===== config.mk =====
export PLATFORM = sky130hd
export DESIGN_NAME = hazard_stall_ctrl
export DESIGN_NICKNAME = d
export VERILOG_FILES = /design/src/rtl/hazard_pkg.sv /design/src/rtl/hazard_perf_cnt.sv /design/src/rtl/hazard_stall_ctrl.sv
export SDC_FILE = /design/constraint.sdc
export NUM_CORES = 1
export LEC_CHECK = 0
export ABC_CLOCK_PERIOD_IN_PS = 1500
export BUFFER_PORTS_ARGS = -buffer_cell sky130_fd_sc_hd__buf_2
export CORE_AREA = 2 2 39 41
export DETAILED_ROUTE_END_ITERATION = 10
export DIE_AREA = 0 0 41 43
export PLACE_DENSITY = 0.82
export SLEW_MARGIN = 20
export SYNTH_ARGS = -nofsm -noshare
export SYNTH_HDL_FRONTEND = slang
export SYNTH_SLANG_ARGS = --single-unit

===== constraint.sdc =====
create_clock -name clk -period 1.5 [get_ports clk]
set_clock_uncertainty 0.2 [all_clocks]
set_input_delay 0.15 -clock clk [delete_from_list [all_inputs] [get_ports clk]]
set_output_delay 0.15 -clock clk [all_outputs]
set_load 0.005 [all_outputs]

===== src/rtl/hazard_pkg.sv =====
// Shared types and constants for the load-use hazard / stall controller.
// Idle output values are the pass-through state of the pipeline control signals.
package hazard_pkg;

   localparam int unsigned REG_AW_DEF = 5;

   typedef enum logic {
      HZ_IDLE  = 1'b0,
      HZ_STALL = 1'b1
   } hz_state_t;

   localparam logic IDLE_PC_WRITE    = 1'b1;
   localparam logic IDLE_IF_ID_WRITE = 1'b1;
   localparam logic IDLE_IF_ID_FLUSH = 1'b0;
   localparam logic IDLE_CONTROL_SEL = 1'b1;
   localparam logic IDLE_PIPE_HOLD   = 1'b0;

endpackage


===== src/rtl/hazard_perf_cnt.sv =====
// Saturating stall-cycle counter; only instantiated when HAZARD_PERF_CNT_EN is defined.
module hazard_perf_cnt
   import hazard_pkg::*;
#(
   parameter int unsigned CNT_W = 32
) (
   input  logic             clk,
   input  logic             rst,
   input  logic             inc,
   output logic [CNT_W-1:0] count
);

   always_ff @(posedge clk or posedge rst) begin
      if (rst) begin
         count <= '0;
      end else if (inc && (count != '1)) begin
         count <= count + 1'b1;
      end
   end

endmodule


===== src/rtl/hazard_stall_ctrl.sv =====
// Load-use hazard controller with taken-branch flush and memory-busy freeze.
// Optional stall-cycle performance counter enabled by defining HAZARD_PERF_CNT_EN.
module hazard_stall_ctrl
   import hazard_pkg::*;
#(
   parameter int unsigned REG_AW   = REG_AW_DEF,
   parameter int unsigned LOAD_LAT = 1,
   parameter int unsigned CNT_W    = 32
) (
   input  logic              clk,
   input  logic              rst,
   input  logic [REG_AW-1:0] if_id_rs,
   input  logic [REG_AW-1:0] if_id_rt,
   input  logic [REG_AW-1:0] id_ex_rt,
   input  logic              id_ex_memread,
   input  logic              branch_taken,
   input  logic              mem_busy,
   output logic              pc_write,
   output logic              if_id_write,
   output logic              if_id_flush,
   output logic              control_sel,
   output logic              pipe_hold,
   output logic [CNT_W-1:0]  stall_cycles
);

   localparam int unsigned RC_W = $clog2(LOAD_LAT) + 1;
   localparam logic [RC_W-1:0] LAT_M1 = RC_W'(LOAD_LAT - 1);

   hz_state_t       state, state_next;
   logic [RC_W-1:0] rem_cnt, rem_cnt_next;
   logic            hit;
   logic            stall_act;

   always_comb begin
      hit = id_ex_memread && (id_ex_rt != '0) &&
            ((id_ex_rt == if_id_rs) || (id_ex_rt == if_id_rt));
      stall_act = !mem_busy && !branch_taken && ((state == HZ_STALL) || hit);
   end

   always_ff @(posedge clk or posedge rst) begin
      if (rst) begin
         state   <= HZ_IDLE;
         rem_cnt <= '0;
      end else begin
         state   <= state_next;
         rem_cnt <= rem_cnt_next;
      end
   end

   // The hazard cycle itself counts as the first held cycle, so STALL covers LOAD_LAT-1 more.
   always_comb begin
      state_next   = state;
      rem_cnt_next = rem_cnt;
      if (mem_busy) begin
         state_next   = state;
         rem_cnt_next = rem_cnt;
      end else if (branch_taken) begin
         state_next   = HZ_IDLE;
         rem_cnt_next = '0;
      end else if (state == HZ_STALL) begin
         if (rem_cnt <= RC_W'(1)) begin
            state_next   = HZ_IDLE;
            rem_cnt_next = '0;
         end else begin
            rem_cnt_next = rem_cnt - 1'b1;
         end
      end else if (hit && (LOAD_LAT > 1)) begin
         state_next   = HZ_STALL;
         rem_cnt_next = LAT_M1;
      end
   end

   always_comb begin
      pc_write    = IDLE_PC_WRITE;
      if_id_write = IDLE_IF_ID_WRITE;
      if_id_flush = IDLE_IF_ID_FLUSH;
      control_sel = IDLE_CONTROL_SEL;
      pipe_hold   = IDLE_PIPE_HOLD;
      if (mem_busy) begin
         pc_write    = 1'b0;
         if_id_write = 1'b0;
         pipe_hold   = 1'b1;
      end else if (branch_taken) begin
         if_id_flush = 1'b1;
         control_sel = 1'b0;
      end else if (stall_act) begin
         pc_write    = 1'b0;
         if_id_write = 1'b0;
         control_sel = 1'b0;
      end
   end

`ifdef HAZARD_PERF_CNT_EN
   hazard_perf_cnt #(
      .CNT_W(CNT_W)
   ) u_perf_cnt (
      .clk  (clk),
      .rst  (rst),
      .inc  (stall_act),
      .count(stall_cycles)
   );
`else
   assign stall_cycles = '0;
`endif

endmodule

==> results.md <==
- The count of buffers added on input and output ports is 23.
- After detailed routing, the met2 layer carries 335 um of wire.
- Summed over all nets, the half-perimeter wirelength after detailed placement is 649 um.
- In this run the worst setup path begins at id_ex_rt[3].
- The data required time at the worst endpoint is approximately 1.2 ns.
- In this run the mean area of a mapped cell was around 7.2 sq um.
- The register cell area after layout is 0 sq um.
- The synthesis-to-layout area growth is 9.76%.
- The count of placed standard cells in the final layout, fillers left out is a little under 100.
- The reported net switching power is about 55 uW.
- The maximum fanout encountered on the critical timing path is 2.
- The internal portion of the total power is around 55 uW.
- Power spread over the standard cell area amounts to roughly 240 mW/mm^2.
- The height of the chip is roughly 43 um.
- The number of search-and-repair iterations in the first detailed-routing pass is 2.
- The share of the core filled with cells is about a third.
- The tool flagged a number of max-cap violations equal to 0.
- The wire length after detailed routing is ~650 um.
- The number of endpoints with negative hold slack in the final report is 0.
- The average detailed-routed wire length per instance is 6.70 um.
- The core region is 0.00138 sq mm.
- The synthesized netlist cell count is 57.
- The slowest stage of the critical path is the or4_4 cell.
- Setup repair after global routing could not meet its margin everywhere.
- The critical path launch point type is a primary input.
- The critical path ends at if_id_write.
- Fill cells in the final layout number about 160.
- The flow ran to the end, but the final reports show violations.
- The critical path in this run is classified as primary input to output pin.
- Once routing completed, OpenROAD measured the worst setup slack at -0.0662 ns.
- The gate family responsible for the most delay along the worst path is simple AND/OR/NAND/NOR gates.
- The critical path runs through a total of 6 cells.
- The category of the worst setup path capture point is an output pin.
- The checks that failed: negative setup slack.
- The number of DRC violations after detailed routing is 0.
- Per report_power, the combinational group accounts for between 90% and 100% of the total.
- The final design instance area without fill is approximately 450 sq um.
- The highest ir drop seen on vdd is between 70 and 80 uV.
- After synthesis, the largest area contributor takes up around 62% of total cell area.
- At the worst endpoint, the arrival time is between 1 and 1.5 ns.
- The design has 0 sequential cells.
- The congestion estimate from routability-driven global placement came to 0.692.
- The maximum operating frequency is approximately 640 MHz.
- Hold repair after CTS inserted 0 buffers.
- The aggregate global routing overflow is 0.
- The count of antenna diodes in the layout is 0.
- The worst hold-check slack is ~0.33 ns.
- The number of placement rows is 14.
- The layout has 0 clock buffers.
- The fraction of power spent switching nets is between 50% and 60%.
- The classification of the worst-slack hold path is primary input to output pin.
- The iteration-0 DRC count of the detailed router is 1.
- The top cell types in the final layout, fill and taps aside, are conb_1 (32), buf_2 (22), xnor2_1 (10).
- In this run, placement finished with an instance count of 97.
- Counting both buffers and inverters, the worst setup path holds a total of 2.
- After synthesis, the netlist uses 11 different library cells.
- The yosys synthesis warning count is 0.
- Summed over all cells, the static leakage comes to 0.257 nW.
- The library cell used most frequently in the layout, excluding fill and tap cells, is conb_1.
- Of the cells placed in the final design, the portion with a size suffix greater than 1 is 37.0%.
- The number of vias per cell is about 3.5.
- Setup violations remaining at the end of the flow were counted as 3.
- The number of antenna violations at the first check in global routing is 0.
- The peak per-stage delay on the critical path is approximately 0.52 ns.
- The pin count of the biggest net entering global routing is 5.
- Subtracting the final worst setup slack from the clock period gives 1.57 ns.
- The remaining antenna violation count after routing is 0.
- For this run, the register share of the synthesized area comes to 0%.
- Walking the worst path, the cells encountered are buf_6 > or4_4 > o21ai_2 > nor2_1 > a21oi_2 > buf_2.
- The final-stage net count is 103.
- The mapped netlist covers 410 sq um.
- The final critical path takes up 104% of the cycle.
- The number of pins with negative max-slew slack in the final report is 0.
- The overall die area is roughly 0.0018 sq mm.
- The routed via count is 336.
- The wire length of the first global-routing pass is approximately 830 um.
- The part of the total power dissipated in the clock network is 0%.
- In this run the top signal layer used is met3.
- The initial core utilization is roughly 30%.
- After detailed placement, the total cell area comes to about 440 sq um.
- The routed length on met3 is approximately 110 um.
- The design draws around 110 uW.
- The floorplan step set the die width to between 40 and 50 um.
- The number of top-level design ports is 57.
- Yosys attributes the largest share of cell area to buf_4 (62%), xnor2_1 (21%), a21oi_1 (2.4%), nand3_1 (2.4%), o21ai_2 (2.1%).
- The number of global-route vias before repair was ~250.
- The area used by multi-input combinational logic is around 280 sq um.
- For this block, wires on met1 add up to 204 um.
- Summed over all instances, the cell type with the most area after synthesis is buf_4.
- Sequential cells account for 0% of the total power.
- The overall global routing resource usage is 6.19%.
-- power groups by stage --
stage / clock (mW) / combinational [mW] / sequential [mW]
5_1_grt: 0 / 0.126 / 0
3_3_place_gp: 0 / 0.104 / 0
3_5_place_dp: 0 / 0.107 / 0
2_1_floorplan: 0 / 0.120 / 0
4_1_cts: 0 / 0.110 / 0
6_report: 0 / 0.110 / 0
-- synth_stat cells --
| library cell | instances |
|---|---|
| nor2b_1 | 1 |
| nor2_1 | 2 |
| a21oi_1 | 2 |
| buf_4 | 34 |
| o21ai_2 | 1 |
| or4_1 | 1 |
| conb_1 | 1 |
| o22ai_1 | 1 |
| xnor2_1 | 10 |
| nand2_1 | 2 |
| nand3_1 | 2 |
-- worst min path at each step --
stage / slack, ns / end / depth (start not counted) / from
after floorplan: 0.12 / if_id_write / 1 / mem_busy
after global placement: 0.32 / pipe_hold / 2 / mem_busy
after detailed placement: 0.33 / pipe_hold / 2 / mem_busy
after CTS: 0.33 / pipe_hold / 2 / mem_busy
after global routing: 0.36 / pipe_hold / 2 / mem_busy
final: 0.33 / pipe_hold / 2 / mem_busy
-- metrics by stage --
stage,setup slack (ns),setup TNS (ns)
floorplan,0.0159,0
global placement,-0.109,-0.280
detailed placement,-0.113,-0.333
CTS,-0.0771,-0.226
global route,-0.135,-0.370
finish,-0.0662,-0.173
-- timing repair --
| action | in CTS | in global routing |
|---|---|---|
| pin swaps | 0 | 1 |
| setup buffers | 0 | 0 |
| endpoints found under the setup margin | 3 | 3 |
| resized for setup | 2 | 0 |
-- layout make-up --
class | count | share of cell area [%]
Timing Repair Buffer | 27 | 33.6
Tap cell | 16 | 4.44
Multi-Input combinational cell | 54 | 61.9
-- cells by family after synthesis --
family / after synthesis / share of synthesized area, %
AO/OA/AOI/OAI: 4 / 6.10
other: 1 / 0.914
buffers and inverters: 34 / 62.2
XOR/XNOR: 10 / 21.3
AND/OR/NAND/NOR: 8 / 9.45
-- per-layer routing --
metal,vias up,track usage [%]
li1,162,-
met3,0,0
met1,141,6.96
met5,-,0
met4,0,0
met2,33,12.5
(Power assumes the default switching activity.)
